===== src/rtl/lifo_rr_arbiter.sv =====
// Round-robin arbiter sharing one registered-output LIFO between NUM_REQ clients.
// Define LIFO_ARB_STATS_EN to add saturating push/pop/reject counters.
module lifo_rr_arbiter #(
    parameter  int NUM_REQ    = 4,
    parameter  int DATA_WIDTH = 8,
    localparam int ID_W       = $clog2(NUM_REQ)
) (
    input  logic                          clk,
    input  logic                          asyn_n_rst,
    input  logic [NUM_REQ-1:0]            req_valid,
    input  logic [NUM_REQ-1:0]            req_push,
    input  logic [NUM_REQ*DATA_WIDTH-1:0] req_data,
    output logic [NUM_REQ-1:0]            req_ready,
    output logic                          req_err,
    output logic                          rsp_valid,
    output logic [ID_W-1:0]               rsp_id,
    output logic [DATA_WIDTH-1:0]         rsp_data,
    output logic                          lifo_push,
    output logic                          lifo_pop,
    output logic [DATA_WIDTH-1:0]         lifo_data_in,
    input  logic [DATA_WIDTH-1:0]         lifo_data_out,
    input  logic                          lifo_full,
    input  logic                          lifo_empty
`ifdef LIFO_ARB_STATS_EN
    ,
    output logic [15:0]                   stat_push_cnt,
    output logic [15:0]                   stat_pop_cnt,
    output logic [15:0]                   stat_err_cnt
`endif
);

    typedef enum logic {
        IDLE     = 1'b0,
        POP_WAIT = 1'b1
    } state_t;

    state_t                state;
    state_t                state_next;
    logic [ID_W-1:0]       rr_ptr;
    logic [ID_W-1:0]       ptr_next;
    logic [ID_W-1:0]       pop_id;
    logic [ID_W-1:0]       pop_id_next;
    logic [ID_W-1:0]       winner;
    logic                  found;
    logic [ID_W:0]         scan_sum;
    logic [ID_W-1:0]       scan_idx;
    logic [DATA_WIDTH-1:0] winner_data;
    logic                  capture;

    // Rotating priority search starting at rr_ptr, wrapping mod NUM_REQ.
    always_comb begin
        found    = 1'b0;
        winner   = '0;
        scan_sum = '0;
        scan_idx = '0;
        for (int k = 0; k < NUM_REQ; k++) begin
            scan_sum = {1'b0, rr_ptr} + (ID_W+1)'(k);
            if (scan_sum >= (ID_W+1)'(NUM_REQ)) begin
                scan_sum = scan_sum - (ID_W+1)'(NUM_REQ);
            end
            scan_idx = scan_sum[ID_W-1:0];
            if (!found && req_valid[scan_idx]) begin
                found  = 1'b1;
                winner = scan_idx;
            end
        end
    end

    always_comb begin
        winner_data = '0;
        for (int i = 0; i < NUM_REQ; i++) begin
            if (winner == ID_W'(i)) begin
                winner_data = req_data[i*DATA_WIDTH +: DATA_WIDTH];
            end
        end
    end

    // Grants are suppressed while reset is asserted so no strobe leaks out.
    always_comb begin
        state_next   = state;
        ptr_next     = rr_ptr;
        pop_id_next  = pop_id;
        req_ready    = '0;
        req_err      = 1'b0;
        lifo_push    = 1'b0;
        lifo_pop     = 1'b0;
        lifo_data_in = '0;
        capture      = 1'b0;
        case (state)
            IDLE: begin
                if (asyn_n_rst && found) begin
                    req_ready[winner] = 1'b1;
                    ptr_next = (winner == ID_W'(NUM_REQ-1)) ? '0 : winner + ID_W'(1);
                    if (req_push[winner]) begin
                        if (lifo_full) begin
                            req_err = 1'b1;
                        end else begin
                            lifo_push    = 1'b1;
                            lifo_data_in = winner_data;
                        end
                    end else if (lifo_empty) begin
                        req_err = 1'b1;
                    end else begin
                        lifo_pop    = 1'b1;
                        pop_id_next = winner;
                        state_next  = POP_WAIT;
                    end
                end
            end
            POP_WAIT: begin
                capture    = 1'b1;
                state_next = IDLE;
            end
        endcase
    end

    // Response stage: lifo_data_out is valid in POP_WAIT and registered here.
    always_ff @(posedge clk or negedge asyn_n_rst) begin
        if (!asyn_n_rst) begin
            state     <= IDLE;
            rr_ptr    <= '0;
            pop_id    <= '0;
            rsp_valid <= 1'b0;
            rsp_id    <= '0;
            rsp_data  <= '0;
        end else begin
            state     <= state_next;
            rr_ptr    <= ptr_next;
            pop_id    <= pop_id_next;
            rsp_valid <= capture;
            if (capture) begin
                rsp_id   <= pop_id;
                rsp_data <= lifo_data_out;
            end
        end
    end

`ifdef LIFO_ARB_STATS_EN
    function automatic logic [15:0] sat_inc(input logic [15:0] v);
        return (v == 16'hFFFF) ? v : v + 16'd1;
    endfunction

    always_ff @(posedge clk or negedge asyn_n_rst) begin
        if (!asyn_n_rst) begin
            stat_push_cnt <= '0;
            stat_pop_cnt  <= '0;
            stat_err_cnt  <= '0;
        end else begin
            if (lifo_push) stat_push_cnt <= sat_inc(stat_push_cnt);
            if (lifo_pop)  stat_pop_cnt  <= sat_inc(stat_pop_cnt);
            if (req_err)   stat_err_cnt  <= sat_inc(stat_err_cnt);
        end
    end
`endif

endmodule


===== config.mk =====
export PLATFORM = sky130hd
export DESIGN_NAME = lifo_rr_arbiter
export DESIGN_NICKNAME = d
export VERILOG_FILES = /design/src/rtl/lifo_rr_arbiter.sv
export SDC_FILE = /design/constraint.sdc
export NUM_CORES = 1
export LEC_CHECK = 0
export ABC_AREA = 1
export BUFFER_PORTS_ARGS = -buffer_cell sky130_fd_sc_hd__buf_2
export CELL_PAD_IN_SITES_DETAIL_PLACEMENT = 1
export CELL_PAD_IN_SITES_GLOBAL_PLACEMENT = 1
export CORE_MARGIN = 1.5
export CORE_UTILIZATION = 30
export CTS_BUF_LIST = sky130_fd_sc_hd__clkbuf_2 sky130_fd_sc_hd__clkbuf_4 sky130_fd_sc_hd__clkbuf_8
export DETAILED_ROUTE_END_ITERATION = 10
export PLACE_DENSITY_LB_ADDON = 0.1
export SYNTH_ARGS = -nofsm -noshare
export SYNTH_HDL_FRONTEND = slang
export SYNTH_SLANG_ARGS = --single-unit

===== constraint.sdc =====
create_clock -name clk -period 3.33 [get_ports clk]
set_input_delay 0.4995 -clock clk [delete_from_list [all_inputs] [get_ports clk]]
set_output_delay 0.4995 -clock clk [all_outputs]
set_load 0.05 [all_outputs]

==> run_results.csv, run 1 <==
group,metric,value,unit
timing,fin_crit_sh,94.7,%
logic_synthesis,syn-num-nets,266,
timing,relSlewSlack,74.9,%
clock_tree,clock_latency,240,ps
floorplanning,core,0.00444,mm2
floorplanning,io_pins,78,
logic_synthesis,syn_inst,210,
setup_path,worstSetupStartpointType,"flip-flop",
layout,syn2layout_area_growth,44.1,%
clock_tree,cts_tree,"yes",
logic_synthesis,yosysTopAreaCellShare,28.5,%
layout,nNetsFinal,352,
setup_path,rr_endpoint,"pop_id[1]$_DFFE_PN0P_",
place,gp_congestion,0.756,
floorplanning,start_util,31.6,%
grt,grt_pass1_vias,1500,
status,violations,"DRC",
setup_path,end_kind,"output pin",
logic_synthesis,ys_seq_elements,16,
timing,setup-tns-final,0,ps
drt,drc,1,
setup_path,r2r_cells,15,
timing,period_needed,3150,ps
layout,fill_cells,608,
grt,overflow,0,
layout,insertedDiodeCount,0,
timing,max_freq,317,MHz
logic_synthesis,syn_area,0.00141,mm2
clock_tree,htreeDepth,1,
logic_synthesis,synth_area_leaders,"dfrtp_1 (28%), nand2_1 (20%), nand3_1 (5.3%)",
drt,drtIter0Drc,79,
setup_path,setup.worst_path.class,"reg -> out",
timing,setup_violations,0,
floorplanning,placementRows,24,
logic_synthesis,avgSynthCellArea,6.69,um2
logic_synthesis,yosysSeqAreaShare,28.5,%
layout,drive_gt1_share,45.9,%
drt,ant_nets,0,
logic_synthesis,synth_warnings,0,
setup_path,crit_fanout,8,
clock_tree,clk_pin_slew,60,ps
place,portBuffers,77,
grt,grt_pass1_wl,6880,um
setup_path,r2r-start,"rr_ptr[0]$_DFFE_PN0P_",
setup_path,rrSetupSlack,1310,ps
grt,antenna_found_initial,0,
timing,slew_viol_final,0,
clock_tree,clock-sinks,16,
layout,seqCellArea,402,um2
run,max_cap_violations,0,
clock_tree,ctsHoldBuffers,0,
timing,max_slew.worst_pin.slew,376,ps
timing,finClkSkew,3.84,ps
clock_tree,clk_path_buf_depth,2,
drt,first_pass_iters,11,
grt,grt_usage,16.7,%
drt,vias,1624,
hold_path,hold_path.class,"in -> async",
drt,post_drt_wl_per_cell,13.3,um
clock_tree,numCtsBuffers,3,
status,status,"finished with violations",
floorplanning,die_y,71.4,um
drt,routed_via_density,4.69,
layout,multi_input_area,932,um2
grt,grt_max_degree,18,
floorplanning,die-width,71.4,um
setup_path,arrival,2660,ps
drt,finalWirelength,4590,um
clock_tree,cts_root_buffer,"clkbuf_8",
logic_synthesis,yosys.area.top_type,"dfrtp_1",
place,place_hpwl,3450,um
setup_path,required,2830,ps
logic_synthesis,yosysUniqueCellTypes,20,
timing,hold_viol_final,0,
floorplanning,die_area,0.00510,mm2
[how the worst max path moves through the flow]
stage | to | from | slack (ps) | cells past startpoint
after global routing | lifo_data_in[1] | rr_ptr[0]$_DFFE_PN0P_ | -30 | 19
after global placement | lifo_data_in[1] | rr_ptr[0]$_DFFE_PN0P_ | 160 | 18
after detailed placement | lifo_data_in[1] | rr_ptr[0]$_DFFE_PN0P_ | 20 | 18
final | lifo_data_in[1] | rr_ptr[0]$_DFFE_PN0P_ | 180 | 19
after CTS | lifo_data_in[1] | rr_ptr[0]$_DFFE_PN0P_ | 0.2 | 17
after floorplan | req_ready[1] | rr_ptr[0]$_DFFE_PN0P_ | 260 | 12
[Yosys cell counts, drive strengths merged]
cell type / count
buf: 1
clkinv: 2
mux2i: 6
o21ai: 7
a21oi: 14
dfrtp: 16
ha: 4
inv: 20
clkbuf: 6
nand2: 86
nand3: 21
nor2: 23
nand4: 4
[metrics by stage]
step | std cells | hold WS (ps) | setup slack [ps] | util [%] | instance area, um2
floorplan | 210 | 204 | 265 | - | 1410
global placement | 336 | 436 | 159 | 41.8 | 1860
detailed placement | 336 | 433 | 22.9 | 41.8 | 1860
CTS | 339 | 170 | 0.204 | 43.0 | 1910
global route | 346 | 194 | -30.5 | 45.6 | 2020
finish | 346 | 167 | 175 | 45.6 | 2020
[layout by cell type, fill, tap and decap left out]
master | netlist | routed
nand3_1 | 15 | 14
nand3_4 | 0 | 1
clkbuf_8 | 0 | 3
nor2_1 | 13 | 13
a21oi_2 | 0 | 2
clkinvlp_4 | 0 | 1
inv_1 | 13 | 12
nand3_2 | 6 | 6
nand2_4 | 6 | 6
ha_2 | 0 | 2
inv_4 | 0 | 1
a21oi_1 | 14 | 12
dfrtp_1 | 16 | 15
nand4_1 | 4 | 4
nor2_8 | 2 | 2
inv_2 | 7 | 7
o21ai_1 | 1 | 1
ha_4 | 0 | 1
o21ai_0 | 6 | 6
mux2i_1 | 6 | 6
buf_4 | 1 | 13
nor2_2 | 8 | 8
nand2_1 | 76 | 75
ha_1 | 4 | 1
buf_6 | 0 | 3
dfrtp_2 | 0 | 1
clkinv_2 | 0 | 1
clkbuf_4 | 0 | 1
nand2_2 | 4 | 5
buf_2 | 0 | 71
[area by class of cell]
cell class              instances  area share, %
clock buffers                   3           2.04
inverters                      22           4.45
multi-input cells             165           46.0
flip-flops and latches         16           19.8
well taps                      52           3.21
repair buffers                 88           24.4
[logic make-up (layout without fill, tap and decap cells)]
logic type	after synthesis	count (layout)	synth area share (%)
AOI/OAI and AO/OA	21	21	7.48
and+or+nand+nor	134	134	48.2
adders and majority gates	4	4	3.56
buffers and inverters	29	113	8.02
muxes	6	6	4.27
DFF	16	16	28.5
[state kept, by name, summed over array words and instances, names as in the netlist]
| signal | cells |
|---|---|
| rsp_data | 8 |
| pop_id | 2 |
| rr_ptr | 2 |
| rsp_id | 2 |
| rsp_valid | 1 |
| state | 1 |
[worst max-delay path: stages, from the launching register on]
cell     delay, ps
dfrtp_2        450
buf_4          170
nand2_1         50
nand2_1         80
nand2_4         90
nand2_4         70
nor2_8         100
nand3_1         80
nand3_1         90
nand2_2         90
inv_2          100
ha_2           210
buf_4          180
a21oi_1         60
nand2_1         50
o21ai_0         70
nand2_1         60
o21ai_0        100
nor2_2         130
buf_6          170
[what timing repair did]
item,CTS,global route
gates resized for setup,7,19
setup endpoints to repair,8,8
setup buffers,0,7
pin swaps,0,1
[layer usage]
layer | global-route usage (%) | share of wire [%]
met5 | 0 | 0
met4 | 4.49 | 0.81
met3 | 1.97 | 4.8
met2 | 28.3 | 51
met1 | 22.4 | 44
Power of run 1 is not shown: default switching activity piles up to over one toggle a cycle in this logic, so the estimate is an artifact.
==> run 2, diff against run 1 <==
--- a/config.mk
+++ b/config.mk
@@ -6,13 +6,13 @@
 export NUM_CORES = 1
 export LEC_CHECK = 0
 export ABC_AREA = 1
-export BUFFER_PORTS_ARGS = -buffer_cell sky130_fd_sc_hd__buf_2
 export CELL_PAD_IN_SITES_DETAIL_PLACEMENT = 1
 export CELL_PAD_IN_SITES_GLOBAL_PLACEMENT = 1
 export CORE_MARGIN = 1.5
-export CORE_UTILIZATION = 30
+export CORE_UTILIZATION = 43
 export CTS_BUF_LIST = sky130_fd_sc_hd__clkbuf_2 sky130_fd_sc_hd__clkbuf_4 sky130_fd_sc_hd__clkbuf_8
 export DETAILED_ROUTE_END_ITERATION = 10
+export DONT_BUFFER_PORTS = 1
 export PLACE_DENSITY_LB_ADDON = 0.1
 export SYNTH_ARGS = -nofsm -noshare
 export SYNTH_HDL_FRONTEND = slang
==> run 2 against run 1 <==
The flow finishes with violations (setup timing). Global-route usage is 4.9 points higher. Clock skew is 3.2 ps lower. Flip-flop and latch count stayed put. Sequential share of layout area is 2.8 points higher. Via count is 8.9% lower. Highest routed layer unchanged. Final area is 12% lower.
==> run_results.csv, run 2 (synthesis results as in run 1) <==
group,metric,value,unit
floorplanning,die-width,60.2,um
status,violations,"setup timing",
layout,largest_register,"rsp_data",
grt,antenna_found_initial,0,
floorplanning,die_y,60.2,um
floorplanning,io_pins,78,
run,max_cap_violations,0,
hold_path,hold_path.class,"in -> reg",
clock_tree,clk_path_buf_depth,2,
timing,period_needed,3350,ps
layout,insertedDiodeCount,0,
clock_tree,clk_pin_slew,90,ps
setup_path,required,2830,ps
drt,post_drt_wl_per_cell,16.1,um
setup_path,end_kind,"output pin",
grt,grt_usage,21.6,%
grt,grt_pass1_wl,5870,um
layout,final_common_cell,"nand2_1",
grt,grt_pass1_vias,1422,
floorplanning,core,0.00308,mm2
clock_tree,clock-sinks,16,
drt,vias,1480,
drt,ant_nets,0,
floorplanning,die_area,0.00362,mm2
setup_path,arrival,2850,ps
timing,max_slew.worst_pin.slew,679,ps
layout,mostFrequentLayoutCells,"nand2_1 (75), buf_4 (18), dfrtp_1 (15)",
grt,grt_max_degree,17,
clock_tree,numCtsBuffers,3,
setup_path,crit_fanout,8,
timing,slew_viol_final,0,
drt,routed_via_density,5.38,
layout,drive_gt1_share,32.0,%
timing,relSlewSlack,54.6,%
timing,hold_viol_final,0,
setup_path,worstSetupStartpointType,"flip-flop",
setup_path,setup.worst_path.class,"reg -> out",
drt,drtIter0Drc,38,
drt,drc,0,
clock_tree,clock_latency,280,ps
clock_tree,cts_tree,"yes",
layout,fin_cells,275,
layout,largest_reg_flops,8,
floorplanning,placementRows,20,
timing,max_freq,298,MHz
layout,nNetsFinal,288,
timing,finClkSkew,0.660,ps
layout,syn2layout_area_growth,26.5,%
grt,overflow,0,
clock_tree,cts_root_buffer,"clkbuf_4",
place,dp_cells,262,
place,portBuffers,0,
drt,first_pass_iters,4,
status,status,"finished with violations",
timing,fin_ws,-21.3,ps
drt,finalWirelength,4420,um
layout,fin_util,57.8,%
timing,setup_violations,2,
place,place_hpwl,3170,um
floorplanning,start_util,45.7,%
place,gp_congestion,0.874,
timing,setup-tns-final,-23.4,ps
timing,fin_crit_sh,101,%
clock_tree,htreeDepth,1,
==> run 2: per-layer routing <==
| layer | wire length, um | up-vias | track usage (%) |
|---|---|---|---|
| li1 | - | 705 | - |
| met1 | 1620 | 717 | 21.2 |
| met5 | 0 | - | 0 |
| met4 | 84 | 0 | 8.57 |
| met2 | 2460 | 50 | 43.3 |
| met3 | 258 | 8 | 3.90 |
==> run 2: cell type report <==
type                            instances  area [um2]
Fill cell                             417        1300
Multi-Input combinational cell        165         980
Sequential cell                        16         402
Timing Repair Buffer                   23         199
Inverter                               22        98.8
Tap cell                               44        55.1
Clock buffer                            4        36.3
Timing Repair inverter                  1        7.51
==> run 2: critical path, cell delays in order (launching register included) <==
cell and delay, ps:
dfrtp_2 500, clkinvlp_4 160, nand2_1 100, nand2_1 110, nand2_1 100, nand2_1 70, nand2_1 80, nand3_1 180
nand3_4 180, buf_4 140, ha_4 150, buf_6 130, a21oi_1 40, a21oi_1 130, mux2i_1 110, nor2_2 150
buf_4 220
==> run 2: worst paths after layout <==
check,startpoint,end,slack (ps),cells past startpoint
setup / recovery,rr_ptr[0]$_DFFE_PN0P_,lifo_data_in[2],-20,16
min in group asynchronous,asyn_n_rst,rsp_id[1]$_DFFE_PN0P_,690,1
hold / removal,lifo_data_out[5],rsp_data[5]$_DFFE_PN0P_,330,2
max in group asynchronous,asyn_n_rst,rr_ptr[0]$_DFFE_PN0P_,2170,1
hold reg to reg,pop_id[0]$_DFFE_PN0P_,pop_id[0]$_DFFE_PN0P_,480,2
setup reg to reg,rr_ptr[0]$_DFFE_PN0P_,state$_DFF_PN0_,920,14
==> run 2: what timing repair did <==
action                                 CTS  global route
hold buffers                             1             0
gates cloned                             0             1
endpoints found under the hold margin   16             0
resized for setup                        5            27
pin swaps                                0             4
buffers inserted                         2             5
setup endpoints to repair                8             8
==> run 2: per-stage QoR <==
step / hold slack (ps) / setup WS [ps] / cell area, um2
after floorplan: 204 / 265 / 1410
after global placement: 204 / 308 / 1560
after detailed placement: 204 / 107 / 1560
after CTS: 324 / 26.8 / 1620
after global routing: 315 / -137 / 1780
final: 330 / -21.3 / 1780
Power of run 2 is left out for the same reason.
